===== src/rtl/rv2t_mem_arbiter_pkg.sv =====
// rv2t_mem_arbiter_pkg
// Shared definitions for the RV2T memory arbiter slice: bus widths,
// read-owner identifiers used to route returning read data, and the
// halt-handshake FSM state encodings.
package rv2t_mem_arbiter_pkg;

    // Word address width towards memory.
    localparam int MEM_ADDR_BITS = 16;
    // Data word width and the matching byte-lane count.
    localparam int XLEN          = 32;
    localparam int XLEN_BYTES    = XLEN / 8;

    // Who owns the read data that memory returns next cycle.
    typedef enum logic [1:0] {
        OWNER_NONE = 2'd0,
        OWNER_OCD  = 2'd1,
        OWNER_CODE = 2'd2,
        OWNER_DATA = 2'd3
    } owner_e;

    // Core-traffic halt handshake states.
    typedef enum logic [1:0] {
        ST_RUN    = 2'd0,
        ST_DRAIN  = 2'd1,
        ST_HALTED = 2'd2
    } arb_state_e;

    // A load/store with no byte lane enabled is a read.
    function automatic logic is_read_be(input logic [XLEN_BYTES-1:0] be);
        return (be == {XLEN_BYTES{1'b0}});
    endfunction

endpackage


===== src/rtl/rv2t_mem_arbiter_if.sv =====
// rv2t_mem_arbiter_if
// Bundles the three requester ports (OCD, fetch, load/store), the shared
// read-return bus and the memory-side port of the RV2T arbiter.
//   slave  : the arbiter's view (requests in, grants/rvalid/memory out)
//   master : the environment's view (requesters and memory controller)
interface rv2t_mem_arbiter_if;
    import rv2t_mem_arbiter_pkg::*;

    // OCD (debug) requester and halt handshake
    logic                     ocd_req;
    logic                     ocd_we;
    logic [MEM_ADDR_BITS-1:0] ocd_addr;
    logic [XLEN-1:0]          ocd_wdata;
    logic                     ocd_halt;
    logic                     ocd_halt_ack;
    logic                     ocd_gnt;
    logic                     ocd_rvalid;

    // Instruction fetch requester
    logic                     code_req;
    logic [MEM_ADDR_BITS-1:0] code_addr;
    logic                     code_gnt;
    logic                     code_rvalid;

    // Data load/store requester
    logic                     data_req;
    logic [XLEN_BYTES-1:0]    data_be;
    logic [MEM_ADDR_BITS-1:0] data_addr;
    logic [XLEN-1:0]          data_wdata;
    logic                     data_gnt;
    logic                     data_rvalid;

    // Shared read-return word
    logic [XLEN-1:0]          rdata;

    // Memory controller port
    logic [MEM_ADDR_BITS-1:0] mem_addr;
    logic [XLEN_BYTES-1:0]    mem_write_en;
    logic [XLEN-1:0]          mem_write_data;
    logic [XLEN-1:0]          mem_read_data;

    modport slave (
        input  ocd_req, ocd_we, ocd_addr, ocd_wdata, ocd_halt,
        output ocd_halt_ack, ocd_gnt, ocd_rvalid,
        input  code_req, code_addr,
        output code_gnt, code_rvalid,
        input  data_req, data_be, data_addr, data_wdata,
        output data_gnt, data_rvalid,
        output rdata,
        output mem_addr, mem_write_en, mem_write_data,
        input  mem_read_data
    );

    modport master (
        output ocd_req, ocd_we, ocd_addr, ocd_wdata, ocd_halt,
        input  ocd_halt_ack, ocd_gnt, ocd_rvalid,
        output code_req, code_addr,
        input  code_gnt, code_rvalid,
        output data_req, data_be, data_addr, data_wdata,
        input  data_gnt, data_rvalid,
        input  rdata,
        input  mem_addr, mem_write_en, mem_write_data,
        output mem_read_data
    );

endinterface


===== src/rtl/rv2t_mem_arbiter_wait_counter.sv =====
// rv2t_mem_arbiter_wait_counter
// Saturating count of consecutive denied cycles for one core requester.
// Ports:
//   clk        : clock, rising edge
//   sync_reset : synchronous active-high reset
//   inc        : requester asked and was denied this cycle
//   clr        : requester was granted or is idle (wins over inc)
//   saturated  : count has reached MAX_WAIT; the requester is promoted
module rv2t_mem_arbiter_wait_counter #(
    parameter int MAX_WAIT = 4
) (
    input  logic clk,
    input  logic sync_reset,
    input  logic inc,
    input  logic clr,
    output logic saturated
);

    localparam int CNT_W = $clog2(MAX_WAIT + 1);

    logic [CNT_W-1:0] cnt_r;
    logic             sat_s;

    // Saturation flag decoded from the counter register.
    always_comb begin
        sat_s = (cnt_r == CNT_W'(MAX_WAIT));
    end

    // Denied-cycle counter: clear beats increment, holds once saturated.
    always_ff @(posedge clk) begin
        if (sync_reset) begin
            cnt_r <= {CNT_W{1'b0}};
        end else if (clr) begin
            cnt_r <= {CNT_W{1'b0}};
        end else if (inc && !sat_s) begin
            cnt_r <= cnt_r + CNT_W'(1);
        end else begin
            cnt_r <= cnt_r;
        end
    end

    assign saturated = sat_s;

endmodule


===== src/rtl/rv2t_mem_arbiter.sv =====
// rv2t_mem_arbiter
// Arbitrates the single RV2T memory port between OCD, instruction fetch and
// data load/store. Grants are decided combinationally in the request cycle
// (one per cycle), the granted requester drives the memory port, and a read
// grant records its owner so the word memory returns one cycle later is
// flagged on that owner's rvalid. Fetch and data are normally ordered
// data > code, but a requester denied MAX_WAIT cycles in a row is promoted
// (data wins if both are promoted). OCD always outranks the core. An OCD
// halt request stops core grants, lets any outstanding read return and then
// acknowledges with ocd_halt_ack.
// Ports:
//   clk        : clock, rising edge
//   sync_reset : synchronous active-high reset; also masks rvalid/gnt/ack
//   bus        : requester, read-return and memory signals (slave modport)
module rv2t_mem_arbiter
    import rv2t_mem_arbiter_pkg::*;
#(
    parameter int MAX_WAIT = 4
) (
    input  logic              clk,
    input  logic              sync_reset,
    rv2t_mem_arbiter_if.slave bus
);

    arb_state_e               state_r;
    arb_state_e               state_nx_s;
    owner_e                   owner_r;
    owner_e                   owner_nx_s;
    owner_e                   win_s;

    logic                     run_s;
    logic                     core_en_s;
    logic                     halt_ack_s;

    logic                     ocd_gnt_s;
    logic                     code_gnt_s;
    logic                     data_gnt_s;

    logic                     code_sat_s;
    logic                     data_sat_s;
    logic                     code_inc_s;
    logic                     code_clr_s;
    logic                     data_inc_s;
    logic                     data_clr_s;

    logic [MEM_ADDR_BITS-1:0] mem_addr_s;
    logic [XLEN_BYTES-1:0]    mem_we_s;
    logic [XLEN-1:0]          mem_wdata_s;
    logic                     rd_s;

    logic                     ocd_rvalid_s;
    logic                     code_rvalid_s;
    logic                     data_rvalid_s;
    logic [XLEN-1:0]          rdata_s;

    // ------------------------------------------------------------------
    // Halt handshake FSM
    // ------------------------------------------------------------------

    // State register.
    always_ff @(posedge clk) begin
        if (sync_reset) begin
            state_r <= ST_RUN;
        end else begin
            state_r <= state_nx_s;
        end
    end

    // Next-state logic. DRAIN leaves as soon as no read is awaiting return,
    // so with nothing outstanding it lasts a single cycle.
    always_comb begin
        state_nx_s = state_r;
        case (state_r)
            ST_RUN: begin
                if (bus.ocd_halt) begin
                    state_nx_s = ST_DRAIN;
                end else begin
                    state_nx_s = ST_RUN;
                end
            end
            ST_DRAIN: begin
                if (!bus.ocd_halt) begin
                    state_nx_s = ST_RUN;
                end else if (owner_r == OWNER_NONE) begin
                    state_nx_s = ST_HALTED;
                end else begin
                    state_nx_s = ST_DRAIN;
                end
            end
            ST_HALTED: begin
                if (bus.ocd_halt) begin
                    state_nx_s = ST_HALTED;
                end else begin
                    state_nx_s = ST_RUN;
                end
            end
            default: begin
                state_nx_s = ST_RUN;
            end
        endcase
    end

    // State decode. Core grants stop in the very cycle ocd_halt rises;
    // the ack follows the HALTED state register and is masked in reset.
    always_comb begin
        run_s      = 1'b0;
        core_en_s  = 1'b0;
        halt_ack_s = 1'b0;
        case (state_r)
            ST_RUN: begin
                run_s     = 1'b1;
                core_en_s = !bus.ocd_halt;
            end
            ST_DRAIN: begin
                run_s     = 1'b0;
                core_en_s = 1'b0;
            end
            ST_HALTED: begin
                halt_ack_s = !sync_reset;
            end
            default: begin
                run_s      = 1'b0;
                core_en_s  = 1'b0;
                halt_ack_s = 1'b0;
            end
        endcase
    end

    // ------------------------------------------------------------------
    // Arbitration
    // ------------------------------------------------------------------

    // Winner selection: OCD first, then data over code unless only code
    // has been promoted by its wait counter.
    always_comb begin
        win_s = OWNER_NONE;
        if (sync_reset) begin
            win_s = OWNER_NONE;
        end else if (bus.ocd_req) begin
            win_s = OWNER_OCD;
        end else if (core_en_s && bus.code_req && bus.data_req) begin
            if (code_sat_s && !data_sat_s) begin
                win_s = OWNER_CODE;
            end else begin
                win_s = OWNER_DATA;
            end
        end else if (core_en_s && bus.data_req) begin
            win_s = OWNER_DATA;
        end else if (core_en_s && bus.code_req) begin
            win_s = OWNER_CODE;
        end else begin
            win_s = OWNER_NONE;
        end
    end

    assign ocd_gnt_s  = (win_s == OWNER_OCD);
    assign code_gnt_s = (win_s == OWNER_CODE);
    assign data_gnt_s = (win_s == OWNER_DATA);

    // Denied cycles only accumulate in RUN; outside RUN they hold.
    assign code_inc_s = bus.code_req && !code_gnt_s && run_s;
    assign code_clr_s = code_gnt_s || !bus.code_req;
    assign data_inc_s = bus.data_req && !data_gnt_s && run_s;
    assign data_clr_s = data_gnt_s || !bus.data_req;

    rv2t_mem_arbiter_wait_counter #(
        .MAX_WAIT (MAX_WAIT)
    ) u_code_wait (
        .clk        (clk),
        .sync_reset (sync_reset),
        .inc        (code_inc_s),
        .clr        (code_clr_s),
        .saturated  (code_sat_s)
    );

    rv2t_mem_arbiter_wait_counter #(
        .MAX_WAIT (MAX_WAIT)
    ) u_data_wait (
        .clk        (clk),
        .sync_reset (sync_reset),
        .inc        (data_inc_s),
        .clr        (data_clr_s),
        .saturated  (data_sat_s)
    );

    // Memory port mux. With no winner the data address is presented as a
    // harmless read and nothing is written.
    always_comb begin
        mem_addr_s  = bus.data_addr;
        mem_we_s    = {XLEN_BYTES{1'b0}};
        mem_wdata_s = bus.data_wdata;
        rd_s        = 1'b0;
        case (win_s)
            OWNER_OCD: begin
                mem_addr_s  = bus.ocd_addr;
                mem_we_s    = bus.ocd_we ? {XLEN_BYTES{1'b1}} : {XLEN_BYTES{1'b0}};
                mem_wdata_s = bus.ocd_wdata;
                rd_s        = !bus.ocd_we;
            end
            OWNER_CODE: begin
                mem_addr_s  = bus.code_addr;
                mem_we_s    = {XLEN_BYTES{1'b0}};
                mem_wdata_s = {XLEN{1'b0}};
                rd_s        = 1'b1;
            end
            OWNER_DATA: begin
                mem_addr_s  = bus.data_addr;
                mem_we_s    = bus.data_be;
                mem_wdata_s = bus.data_wdata;
                rd_s        = is_read_be(bus.data_be);
            end
            default: begin
                mem_addr_s  = bus.data_addr;
                mem_we_s    = {XLEN_BYTES{1'b0}};
                mem_wdata_s = bus.data_wdata;
                rd_s        = 1'b0;
            end
        endcase
    end

    // ------------------------------------------------------------------
    // Read return routing
    // ------------------------------------------------------------------

    // Only reads leave an owner behind; writes return nothing.
    always_comb begin
        if (rd_s) begin
            owner_nx_s = win_s;
        end else begin
            owner_nx_s = OWNER_NONE;
        end
    end

    // Read-owner register: who receives next cycle's mem_read_data.
    always_ff @(posedge clk) begin
        if (sync_reset) begin
            owner_r <= OWNER_NONE;
        end else begin
            owner_r <= owner_nx_s;
        end
    end

    // Owner decode; masked in reset so a read caught by reset never shows
    // up as rvalid.
    always_comb begin
        ocd_rvalid_s  = 1'b0;
        code_rvalid_s = 1'b0;
        data_rvalid_s = 1'b0;
        if (sync_reset) begin
            ocd_rvalid_s  = 1'b0;
            code_rvalid_s = 1'b0;
            data_rvalid_s = 1'b0;
        end else begin
            case (owner_r)
                OWNER_OCD:  ocd_rvalid_s  = 1'b1;
                OWNER_CODE: code_rvalid_s = 1'b1;
                OWNER_DATA: data_rvalid_s = 1'b1;
                default: begin
                    ocd_rvalid_s  = 1'b0;
                    code_rvalid_s = 1'b0;
                    data_rvalid_s = 1'b0;
                end
            endcase
        end
    end

    // Shared return word is forced to zero when nobody owns it.
    always_comb begin
        if (ocd_rvalid_s || code_rvalid_s || data_rvalid_s) begin
            rdata_s = bus.mem_read_data;
        end else begin
            rdata_s = {XLEN{1'b0}};
        end
    end

    assign bus.ocd_gnt        = ocd_gnt_s;
    assign bus.code_gnt       = code_gnt_s;
    assign bus.data_gnt       = data_gnt_s;
    assign bus.ocd_rvalid     = ocd_rvalid_s;
    assign bus.code_rvalid    = code_rvalid_s;
    assign bus.data_rvalid    = data_rvalid_s;
    assign bus.rdata          = rdata_s;
    assign bus.ocd_halt_ack   = halt_ack_s;
    assign bus.mem_addr       = mem_addr_s;
    assign bus.mem_write_en   = mem_we_s;
    assign bus.mem_write_data = mem_wdata_s;

endmodule


===== src/flat_wrapper.sv =====
// flat-port wrapper written by rule: the top's interface ports become plain ports
module rv2t_mem_arbiter_flat import rv2t_mem_arbiter_pkg::*;
#(
    parameter int MAX_WAIT = 4
)
  (clk, sync_reset, bus_ocd_req, bus_ocd_we, bus_ocd_addr, bus_ocd_wdata, bus_ocd_halt, bus_ocd_halt_ack, bus_ocd_gnt, bus_ocd_rvalid, bus_code_req, bus_code_addr, bus_code_gnt, bus_code_rvalid, bus_data_req, bus_data_be, bus_data_addr, bus_data_wdata, bus_data_gnt, bus_data_rvalid, bus_rdata, bus_mem_addr, bus_mem_write_en, bus_mem_write_data, bus_mem_read_data);
  rv2t_mem_arbiter_if bus_i ();
  input  logic clk;
  input  logic sync_reset;
  input wire logic [$bits(bus_i.ocd_req)-1:0] bus_ocd_req;
  input wire logic [$bits(bus_i.ocd_we)-1:0] bus_ocd_we;
  input wire logic [$bits(bus_i.ocd_addr)-1:0] bus_ocd_addr;
  input wire logic [$bits(bus_i.ocd_wdata)-1:0] bus_ocd_wdata;
  input wire logic [$bits(bus_i.ocd_halt)-1:0] bus_ocd_halt;
  output wire logic [$bits(bus_i.ocd_halt_ack)-1:0] bus_ocd_halt_ack;
  output wire logic [$bits(bus_i.ocd_gnt)-1:0] bus_ocd_gnt;
  output wire logic [$bits(bus_i.ocd_rvalid)-1:0] bus_ocd_rvalid;
  input wire logic [$bits(bus_i.code_req)-1:0] bus_code_req;
  input wire logic [$bits(bus_i.code_addr)-1:0] bus_code_addr;
  output wire logic [$bits(bus_i.code_gnt)-1:0] bus_code_gnt;
  output wire logic [$bits(bus_i.code_rvalid)-1:0] bus_code_rvalid;
  input wire logic [$bits(bus_i.data_req)-1:0] bus_data_req;
  input wire logic [$bits(bus_i.data_be)-1:0] bus_data_be;
  input wire logic [$bits(bus_i.data_addr)-1:0] bus_data_addr;
  input wire logic [$bits(bus_i.data_wdata)-1:0] bus_data_wdata;
  output wire logic [$bits(bus_i.data_gnt)-1:0] bus_data_gnt;
  output wire logic [$bits(bus_i.data_rvalid)-1:0] bus_data_rvalid;
  output wire logic [$bits(bus_i.rdata)-1:0] bus_rdata;
  output wire logic [$bits(bus_i.mem_addr)-1:0] bus_mem_addr;
  output wire logic [$bits(bus_i.mem_write_en)-1:0] bus_mem_write_en;
  output wire logic [$bits(bus_i.mem_write_data)-1:0] bus_mem_write_data;
  input wire logic [$bits(bus_i.mem_read_data)-1:0] bus_mem_read_data;
  assign bus_i.ocd_req = bus_ocd_req;
  assign bus_i.ocd_we = bus_ocd_we;
  assign bus_i.ocd_addr = bus_ocd_addr;
  assign bus_i.ocd_wdata = bus_ocd_wdata;
  assign bus_i.ocd_halt = bus_ocd_halt;
  assign bus_ocd_halt_ack = bus_i.ocd_halt_ack;
  assign bus_ocd_gnt = bus_i.ocd_gnt;
  assign bus_ocd_rvalid = bus_i.ocd_rvalid;
  assign bus_i.code_req = bus_code_req;
  assign bus_i.code_addr = bus_code_addr;
  assign bus_code_gnt = bus_i.code_gnt;
  assign bus_code_rvalid = bus_i.code_rvalid;
  assign bus_i.data_req = bus_data_req;
  assign bus_i.data_be = bus_data_be;
  assign bus_i.data_addr = bus_data_addr;
  assign bus_i.data_wdata = bus_data_wdata;
  assign bus_data_gnt = bus_i.data_gnt;
  assign bus_data_rvalid = bus_i.data_rvalid;
  assign bus_rdata = bus_i.rdata;
  assign bus_mem_addr = bus_i.mem_addr;
  assign bus_mem_write_en = bus_i.mem_write_en;
  assign bus_mem_write_data = bus_i.mem_write_data;
  assign bus_i.mem_read_data = bus_mem_read_data;
  rv2t_mem_arbiter #(.MAX_WAIT(MAX_WAIT)) u_core (.clk(clk), .sync_reset(sync_reset), .bus(bus_i));
endmodule

===== config.mk =====
export PLATFORM = sky130hd
export DESIGN_NAME = rv2t_mem_arbiter_flat
export DESIGN_NICKNAME = d
export VERILOG_FILES = /design/src/rtl/rv2t_mem_arbiter_pkg.sv /design/src/rtl/rv2t_mem_arbiter_if.sv /design/src/rtl/rv2t_mem_arbiter_wait_counter.sv /design/src/rtl/rv2t_mem_arbiter.sv /design/src/flat_wrapper.sv
export SDC_FILE = /design/constraint.sdc
export NUM_CORES = 1
export LEC_CHECK = 0
export CORE_AREA = 2 2 96 98
export DETAILED_ROUTE_END_ITERATION = 10
export DIE_AREA = 0 0 98 100
export GPL_TIMING_DRIVEN = 0
export MAX_ROUTING_LAYER = met4
export PLACE_DENSITY = 0.76
export SYNTH_ARGS = -nofsm -noshare
export SYNTH_HDL_FRONTEND = slang
export SYNTH_SLANG_ARGS = --single-unit

===== constraint.sdc =====
create_clock -name clk -period 2.15 [get_ports clk]
set_input_delay 0.3225 -clock clk [delete_from_list [all_inputs] [get_ports clk]]
set_output_delay 0.3225 -clock clk [all_outputs]
set_load 0.05 [all_outputs]

==> load_flow_metrics.sql <==
INSERT INTO impl_metrics (metric_group, metric, value, unit) VALUES
('layout', 'finish.instance_area', '0.00564', 'sq mm'),
('drt', 'drt_first_pass_iters', '4', ''),
('setup_path', 'r2r_end', 'u_core.owner_r[0]', ''),
('drt', 'num_vias', '2736', ''),
('global_routing', 'grtUsageTotal', '18.7', '%'),
('clocking', 'cts.clk_slew.worst_paths', '0.05', 'ns'),
('global_routing', 'grt_antenna_before_repair', '0', ''),
('timing', 'fin_skew', '0.00383', 'ns'),
('setup_path', 'critical_path_class', 'reg -> out', ''),
('timing', 'max-slew-margin-rel', '64.5', '%'),
('timing', 'setup_tns', '-23.80', 'ns'),
('logic_synthesis', 'proportion_of_netlist_area_held_by_the_largest_area_contributor', '17.9', '%'),
('clocking', 'tritoncts.num_buffers', '3', ''),
('drt', 'wirelength', '10300', 'microns'),
('logic_synthesis', 'ys_seq_area_share', '13.2', '%'),
('logic_synthesis', 'yosys.cell_types.count', '30', ''),
('logic_synthesis', 'post_synth.cell_area_avg', '7.11', 'sq um'),
('setup_path', 'worst_setup_ep', 'bus_mem_write_data[26]', ''),
('worst_hold_path', 'hp-class', 'in -> reg', ''),
('timing', 'worstMarginPinSlew', '0.531', 'ns'),
('layout', 'layout-drive-gt1-share', '50.3', '%'),
('outcome', 'violations', 'setup timing', ''),
('timing', 'final_cycle_utilization_of_the_critical_path', '123', '%'),
('drt', 'vias_per_cell', '4.58', ''),
('placed_design', 'post-dp-hpwl', '8040', 'microns'),
('setup_path', 'worstReg2RegStart', 'u_core.u_code_wait.cnt_r[1]', ''),
('setup_path', 'worst_ep_arrival_time', '2.32', 'ns'),
('die', 'die_height', '100', 'microns'),
('clocking', 'cts-htree-levels', '1', ''),
('power', 'p_leak', '2.29', 'nW'),
('global_routing', 'vias_in_the_first_global_route', '2846', ''),
('layout', 'multi_input_area', '0.00203', 'sq mm'),
('clocking', 'clk-insertion-delay-late', '0.25', 'ns'),
('setup_path', 'worst-path-max-fanout', '10', ''),
('setup_path', 'reg2reg_depth', '10', ''),
('clocking', 'clock_path_buffers', '2', ''),
('placed_design', 'place.port_buffers', '244', ''),
('layout', 'insertedDiodeCount', '0', ''),
('placed_design', 'detailed_place.area', '0.00485', 'sq mm'),
('setup_path', 'regToRegSetupSlack', '0.07', 'ns'),
('die', 'initial_core_util', '17.0', '%'),
('clocking', 'postCtsHoldBufs', '0', ''),
('timing', 'final-setup-viol-count', '53', ''),
('setup_path', 'timing.critical_path.from_type', 'flip-flop', ''),
('drt', 'met3_length', '735', 'microns'),
('logic_synthesis', 'synthesis.nets', '376', ''),
('layout', 'finish.net_count', '651', ''),
('clocking', 'tritoncts', 'yes', ''),
('drt', 'detailedRoute.firstIterationViolations', '57', ''),
('drt', 'm1WireLength', '3550', 'microns'),
('timing', 'fin_ws', '-0.488', 'ns'),
('layout', 'layoutNonFillerInstCount', '598', ''),
('outcome', 'run_status', 'finished, violations left', ''),
('die', 'boundaryPins', '246', ''),
('worst_hold_path', 'hold_path.startpoint', 'sync_reset', ''),
('global_routing', 'grt_first_pass_wirelength', '14200', 'microns'),
('drt', 'route.top_layer_used', 'met4', ''),
('die', 'num_rows', '35', ''),
('logic_synthesis', 'synth_warnings', '0', ''),
('die', 'floorplan.die.width', '98', 'microns'),
('layout', 'ff_latch_area', '210', 'sq um'),
('logic_synthesis', 'number_of_synthesized_register_bits', '10', ''),
('timing', 'report.final.slew_viol_count', '0', ''),
('placed_design', 'placed_instances', '568', ''),
('logic_synthesis', 'post_synth_main_area_contributors', 'sky130_fd_sc_hd__a22o_1 18%, sky130_fd_sc_hd__and2_1 14%, sky130_fd_sc_hd__dfxtp_1 13%', ''),
('die', 'die_area', '0.00980', 'sq mm'),
('timing', 'number_of_endpoints_with_negative_hold_slack_in_the_final_report', '0', ''),
('drt', 'detailroute.wirelength.met2', '5820', 'microns'),
('logic_synthesis', 'cell_type_with_the_largest_total_area_after_synthesis', 'sky130_fd_sc_hd__a22o_1', ''),
('global_routing', 'grt_max_degree', '11', ''),
('layout', 'fillerInstances', '677', '');
## critical path, cell delays in order, from the launching register on
cell	delay (ns)
sky130_fd_sc_hd__dfxtp_2	0.32
sky130_fd_sc_hd__inv_2	0.06
sky130_fd_sc_hd__ha_4	0.13
sky130_fd_sc_hd__nand4b_1	0.18
sky130_fd_sc_hd__o221ai_4	0.30
sky130_fd_sc_hd__inv_2	0.09
sky130_fd_sc_hd__ha_4	0.26
sky130_fd_sc_hd__buf_12	0.16
sky130_fd_sc_hd__buf_12	0.15
sky130_fd_sc_hd__a22o_4	0.25
sky130_fd_sc_hd__buf_6	0.15
## cell families (layout without fill, tap and decap cells)
family | Yosys count | in the layout | share of synthesized area, %
AOI/OAI and AO/OA | 80 | 80 | 38.8
xor gates and xnor gates | 2 | 2 | 1.16
adders and majority gates | 8 | 8 | 6.61
buffers and inverters | 25 | 299 | 7.19
DFF | 10 | 10 | 13.2
muxes | 2 | 2 | 1.32
and+or+nand+nor | 86 | 86 | 31.7
## flip-flops by register name, indices dropped and copies added (netlist names)
| name | count |
|---|---|
| u_core.owner_r | 2 |
| u_core.u_data_wait.cnt_r | 3 |
| u_core.state_r | 2 |
| u_core.u_code_wait.cnt_r | 3 |
## worst min path at each step
stage	endpoint	slack [ns]	depth (start not counted)
final	u_core.u_data_wait.cnt_r[0]	0.50	4
after global routing	u_core.u_data_wait.cnt_r[0]	0.53	4
after CTS	u_core.u_data_wait.cnt_r[0]	0.54	4
after detailed placement	u_core.u_data_wait.cnt_r[0]	0.51	2
after global placement	u_core.u_code_wait.cnt_r[1]	0.50	2
after floorplan	u_core.state_r[1]	0.47	2
## cell usage after synthesis (all sizes together)
cell,count
a211oi,3
a21oi,9
a22o,31
a22oi,16
and2,34
and3,1
and4b,2
buf,13
clkbuf,5
dfxtp,10
ha,8
inv,7
mux2i,2
nand2,21
nand2b,1
nand3b,1
nand4b,2
nor2,15
nor2b,2
nor3,4
nor3b,2
nor4b,1
o211ai,1
o21ai,18
o221ai,1
o22ai,1
xnor2,2
## power breakdown
group / switching (mW) / internal [mW] / total, mW
clock: 0.0865 / 0.162 / 0.249
combinational: 0.782 / 0.819 / 1.60
sequential: 0.00889 / 0.193 / 0.202
total: 0.877 / 1.17 / 2.05
## repair_timing
item | CTS | global route
pin swaps | 7 | 11
endpoints found under the setup margin | 92 | 87
gates cloned | 1 | 5
buffers inserted | 12 | 9
gates resized for setup | 509 | 60
## per-stage QoR
stage / power, mW / hold slack [ns]
after floorplan: 1.02 / 0.470
after global placement: 1.54 / 0.498
after detailed placement: 1.56 / 0.507
after CTS: 1.94 / 0.537
after global routing: 2.12 / 0.532
final: 2.05 / 0.502
## layer usage
layer	vias to the layer above	global-route usage (%)
li1	1325	-
met1	1251	18.2
met2	144	36.6
met3	16	3.83
met4	0	6.30
met5	-	-
## area by class of cell
type / count / share of cell area (%)
sequential: 10 / 3.73
buffer: 17 / 4.37
multi-input combinational: 178 / 36.0
inverter: 7 / 0.466
clock buffer: 4 / 0.976
tap: 111 / 2.46
timing repair buffer: 271 / 52.0
Power figures use the tool's default switching activity.
